--- src/rtl/crc_pkg.sv ---
// Shared definitions for the CRC frame packer: FSM state encoding and the
// CRC-16 polynomial and seed value.
package crc_pkg;

    // IDLE: no frame open, PAYLOAD: frame open, CRC: CRC word waiting for the output slot
    typedef enum logic [1:0] {
        ST_IDLE    = 2'd0,
        ST_PAYLOAD = 2'd1,
        ST_CRC     = 2'd2
    } state_t;

    localparam logic [15:0] CRC_POLY = 16'h1021;
    localparam logic [15:0] CRC_INIT = 16'h0000;

endpackage

--- src/rtl/crc16_step.sv ---
// One 16-bit CRC step: sixteen MSB-first shift-left / conditional-XOR rounds
// with CRC_POLY. The caller XORs the running CRC with the data word first.
module crc16_step
    import crc_pkg::*;
(
    input  logic [15:0] data,
    output logic [15:0] result
);

    logic [15:0] acc;

    // Unrolled shift register division by the generator polynomial
    always_comb begin
        acc = data;
        for (int i = 0; i < 16; i++) begin
            if (acc[15]) begin
                acc = {acc[14:0], 1'b0} ^ CRC_POLY;
            end else begin
                acc = {acc[14:0], 1'b0};
            end
        end
        result = acc;
    end

endmodule

--- src/rtl/crc_frame_packer.sv ---
// Streams payload words through a single output register and appends a
// CRC-16 word (marked with out_last) after each frame. A frame ends on
// in_last or when MAX_WORDS words have been taken, the latter reported on len_err.
//
// Handshake: a transfer happens on a rising edge where valid && ready are both
// high; the sender keeps data/last stable while valid is high and ready is low.
module crc_frame_packer
    import crc_pkg::*;
#(
    parameter int MAX_WORDS = 256
) (
    input  logic        clk_in,
    input  logic        rst_n,
    input  logic [15:0] in_data,
    input  logic        in_valid,
    input  logic        in_last,
    output logic        in_ready,
    output logic [15:0] out_data,
    output logic        out_valid,
    output logic        out_last,
    input  logic        out_ready,
    output logic        frame_done,
    output logic        len_err
);

    localparam logic [15:0] MAX_CNT = 16'(MAX_WORDS);

    state_t      state_q;
    state_t      state_d;
    logic [15:0] crc_q;
    logic [15:0] count_q;
    logic [15:0] count_inc;
    logic [15:0] crc_seed;
    logic [15:0] crc_nxt;
    logic        slot_free;
    logic        in_hs;
    logic        hit_max;
    logic        frame_end;
    logic        load_crc;

    // The output register can take a new word if empty or being drained now
    assign slot_free = !out_valid || out_ready;
    assign in_ready  = (state_q != ST_CRC) && slot_free;
    assign in_hs     = in_valid && in_ready;

    // A new frame always starts from the seed, whatever crc_q holds
    assign crc_seed  = (state_q == ST_IDLE) ? CRC_INIT : crc_q;
    assign count_inc = count_q + 16'd1;
    assign hit_max   = (count_inc == MAX_CNT);
    assign frame_end = in_last || hit_max;

    crc16_step u_step (
        .data   (crc_seed ^ in_data),
        .result (crc_nxt)
    );

    // State register
    always_ff @(posedge clk_in or negedge rst_n) begin
        if (!rst_n) begin
            state_q <= ST_IDLE;
        end else begin
            state_q <= state_d;
        end
    end

    // Next state and CRC-slot load decision
    always_comb begin
        state_d  = state_q;
        load_crc = 1'b0;
        case (state_q)
            ST_IDLE, ST_PAYLOAD: begin
                if (in_hs) begin
                    state_d = frame_end ? ST_CRC : ST_PAYLOAD;
                end
            end
            ST_CRC: begin
                if (slot_free) begin
                    load_crc = 1'b1;
                    state_d  = ST_IDLE;
                end
            end
            default: state_d = ST_IDLE;
        endcase
    end

    // Output register, running CRC, word count and status pulses
    always_ff @(posedge clk_in or negedge rst_n) begin
        if (!rst_n) begin
            crc_q      <= CRC_INIT;
            count_q    <= 16'd0;
            out_data   <= 16'h0000;
            out_valid  <= 1'b0;
            out_last   <= 1'b0;
            frame_done <= 1'b0;
            len_err    <= 1'b0;
        end else begin
            frame_done <= out_valid && out_ready && out_last;
            len_err    <= in_hs && hit_max && !in_last;
            if (in_hs) begin
                out_data  <= in_data;
                out_valid <= 1'b1;
                out_last  <= 1'b0;
                crc_q     <= crc_nxt;
                count_q   <= count_inc;
            end else if (load_crc) begin
                out_data  <= crc_q;
                out_valid <= 1'b1;
                out_last  <= 1'b1;
                crc_q     <= CRC_INIT;
                count_q   <= 16'd0;
            end else if (out_ready) begin
                out_valid <= 1'b0;
                out_last  <= 1'b0;
            end
        end
    end

endmodule

--- config.mk ---
export PLATFORM = sky130hd
export DESIGN_NAME = crc_frame_packer
export DESIGN_NICKNAME = d
export VERILOG_FILES = /design/src/rtl/crc_pkg.sv /design/src/rtl/crc16_step.sv /design/src/rtl/crc_frame_packer.sv
export SDC_FILE = /design/constraint.sdc
export NUM_CORES = 1
export LEC_CHECK = 0
export ABC_AREA = 1
export BUFFER_PORTS_ARGS = -buffer_cell sky130_fd_sc_hd__buf_2
export CAP_MARGIN = 0
export CORE_UTILIZATION = 35
export CTS_BUF_LIST = sky130_fd_sc_hd__clkbuf_4
export DETAILED_ROUTE_END_ITERATION = 12
export GPL_TIMING_DRIVEN = 0
export REMOVE_ABC_BUFFERS = 1
export SLEW_MARGIN = 20
export SYNTH_ARGS = -nofsm -noshare
export SYNTH_HDL_FRONTEND = slang
export SYNTH_SLANG_ARGS = --single-unit
--- constraint.sdc ---
create_clock -name clk_in -period 4.5 [get_ports clk_in]
set_clock_uncertainty 0.1 [all_clocks]
set_input_delay 0.225 -clock clk_in [delete_from_list [all_inputs] [get_ports clk_in]]
set_output_delay 0.225 -clock clk_in [all_outputs]
set_load 0.005 [all_outputs]
==> impl_metrics.json <==
{
  "netlist_area_um2": 3460,
  "ys_types": 33,
  "clockBufferDepth": 2,
  "yosysTopAreaCellShare": 0.390,
  "p_per_area_nw_per_um2": 532,
  "clk_pin_slew_ns": 0.16,
  "cts-buffers-inserted": 5,
  "overflow": 0,
  "worst_hold_slack_ns": 0.0333,
  "layout_commonest_cell": "nand2_1",
  "grt_pass1_vias": 2966,
  "finalSetupTns_ns": 0,
  "netlist_instances": 471,
  "grt_max_degree": 55,
  "area_growth_syn_to_layout_pct": 12.2,
  "fmax_mhz": 444,
  "vias": 3065,
  "drtIter0Drc": 106,
  "finalHoldViolCount": 0,
  "maxSlewViolCount": 0,
  "synth-seq-cells": 54,
  "drtPass1Iterations": 4,
  "nets": 536,
  "viasPerCell": 4.77,
  "period_needed_ns": 2.25,
  "cts_setup_buffers": 0,
  "outcome": "finished clean",
  "critPathSlowestCell": "dlygate4sd3_1",
  "crit_path_start_kind": "input pin",
  "htree_levels": 2,
  "ioPinCount": 42,
  "antenna_found_initial": 0,
  "final_cell_mix": "155 x nand2_1, 60 x inv_1, 54 x dfrtp_1",
  "yosysTopAreaCell": "dfrtp_1",
  "slowest_delay_ns": 0.53,
  "cts_root_buf": "clkbuf_4",
  "cts_tree": "yes",
  "setup_violations": 0,
  "critPathKind": "input pin to flip-flop",
  "power.leakage_uw": 0.00202,
  "worstMarginPinSlew_ns": 0.719,
  "clkLatencyLatePin_ns": 0.37,
  "num_rows": 35,
  "vdd_drop_max_v": 0.000262,
  "route.antenna.remaining_nets": 0,
  "cts.sinks": 54,
  "core-area_um2": 9420,
  "grt_pass1_wl_um": 13700,
  "initial_core_util": 0.368,
  "ys_warn_count": 0,
  "drt_wl_total_um": 8230,
  "place_congestion": 0.838,
  "synth_area_per_cell_um2": 7.35,
  "drive_gt1_frac": 0.193,
  "synthTopCellsByArea": "dfrtp_1 39%, nand2_1 17%, inv_1 6.6%",
  "wire_per_inst_um": 12.8,
  "postSynth.asyncResetShare": 1.00,
  "dpl.hpwl_um": 5950,
  "die_w_um": 101,
  "required_ns": 4.70,
  "worstPathArrival_ns": 2.45,
  "cp.buffers_inverters": 5,
  "drc": 0,
  "synth_edf_count": 0,
  "port_buffers": 41,
  "drv_cap": 0,
  "seq_area_frac_synth": 0.390,
  "end_kind": "flip-flop",
  "hp-class": "input pin to flip-flop",
  "period_share": 0.501,
  "dpl_worst_slack_ns": 2.23,
  "rsz0062_at_grt": "no",
  "die_height_um": 101,
  "critPathTopFamily": "buffers and inverters",
  "worstPathCellList": "dlygate4sd3_1 > buf_2 > nor2_2 > inv_2 > nand2_1 > nor2_4 > nor2_4 > buf_16 > inv_2 > o21ai_0",
  "crit_fanout": 19,
  "die-area_um2": 10300,
  "slew_headroom": 0.521,
  "synthFlopType": "dfrtp_1",
  "fin_ws_ns": 2.25,
  "grtUsageTotal": 0.170,
  "num_antenna_cells": 0
}
-- stage by stage --
step | total power, uW | instance area [um2] | util | instances
global route | 2260 | 3880 | 0.412 | 643
CTS | 2090 | 3880 | 0.412 | 643
detailed placement | 1860 | 3800 | 0.404 | 632
global placement | 1820 | 3760 | 0.400 | 631
finish | 2070 | 3880 | 0.412 | 643
floorplan | 1560 | 3400 | - | 461
-- sequential cells by signal (all words and copies together) (netlist names) --
signal / cells
crc_q: 16
count_q: 16
len_err: 1
frame_done: 1
out_valid: 1
out_data: 16
state_q: 2
out_last: 1
-- timing repair --
item | in CTS | in global routing
endpoints found under the setup margin | 0 | 0
hold buffers | 3 | 0
gates resized for setup | 0 | 0
hold endpoints to repair | 57 | 0
-- area by class of cell --
cell class,count,area (um2)
Sequential cell,54,1350
Tap cell,129,161
Fill cell,1009,5530
Timing Repair Buffer,45,265
Inverter,71,267
Multi-Input combinational cell,336,1790
Clock inverter,3,16.3
Clock buffer,5,37.5
-- kinds of logic (layout without fill, tap and decap cells) --
group | Yosys count | count (layout) | share of synthesized area
and+or+nand+nor | 262 | 262 | 0.342
buffers and inverters | 81 | 124 | 0.0951
DFF | 54 | 54 | 0.390
AOI/OAI and AO/OA | 47 | 47 | 0.0907
xor gates and xnor gates | 25 | 25 | 0.0741
adders and majority gates | 2 | 2 | 0.00723
-- worst reg2reg max path: cells and delay by family (launching register included) --
kind / cells / cell delay, ns
simple gates: 4 / 0.82
compound gates: 1 / 0.14
flops: 1 / 0.42
buf+inv: 4 / 0.63
-- synth_stat cells, types with 3 or more instances --
cell	number
buf_2	7
dfrtp_1	54
inv_1	61
inv_2	9
nand2_1	155
nand2_2	25
nand2_4	3
nand3_1	41
nand4_1	4
nor2_1	20
nor2_2	3
nor2_4	3
nor3_1	4
o211ai_1	5
o21ai_0	11
o21ai_1	3
o221ai_1	10
o22ai_1	13
xor2_1	18
xor2_2	4
-- final timing paths --
path,slack [ns],cells after the start,from,to
max,2.25,10,out_ready,crc_q[10]$_DFFE_PN0P_
min,0.03,3,in_data[2],out_data[2]$_DFFE_PN0P_
max reg2reg,2.27,9,out_valid$_DFFE_PN0P_,crc_q[3]$_DFFE_PN0P_
min reg2reg,0.40,2,out_data[2]$_DFFE_PN0P_,out_data[2]$_DFFE_PN0P_
max in group asynchronous,3.50,2,rst_n,crc_q[14]$_DFFE_PN0P_
min in group asynchronous,0.33,2,rst_n,count_q[11]$_DFFE_PN0P_
-- power breakdown --
part / total, uW / switching (uW) / leakage, uW / internal (uW)
Combinational: 1060 / 664 / 0.00130 / 392
Sequential: 792 / 131 / 0.000687 / 661
Clock: 220 / 161 / 0.0000303 / 59.1
-- per-layer routing --
layer  global-route usage  routed length, um
met1                0.219               3810
met2                0.311               4060
met3               0.0235                345
met4               0.0212                 18
met5                    0                  0
No activity file was read; power rests on OpenSTA's default activity.
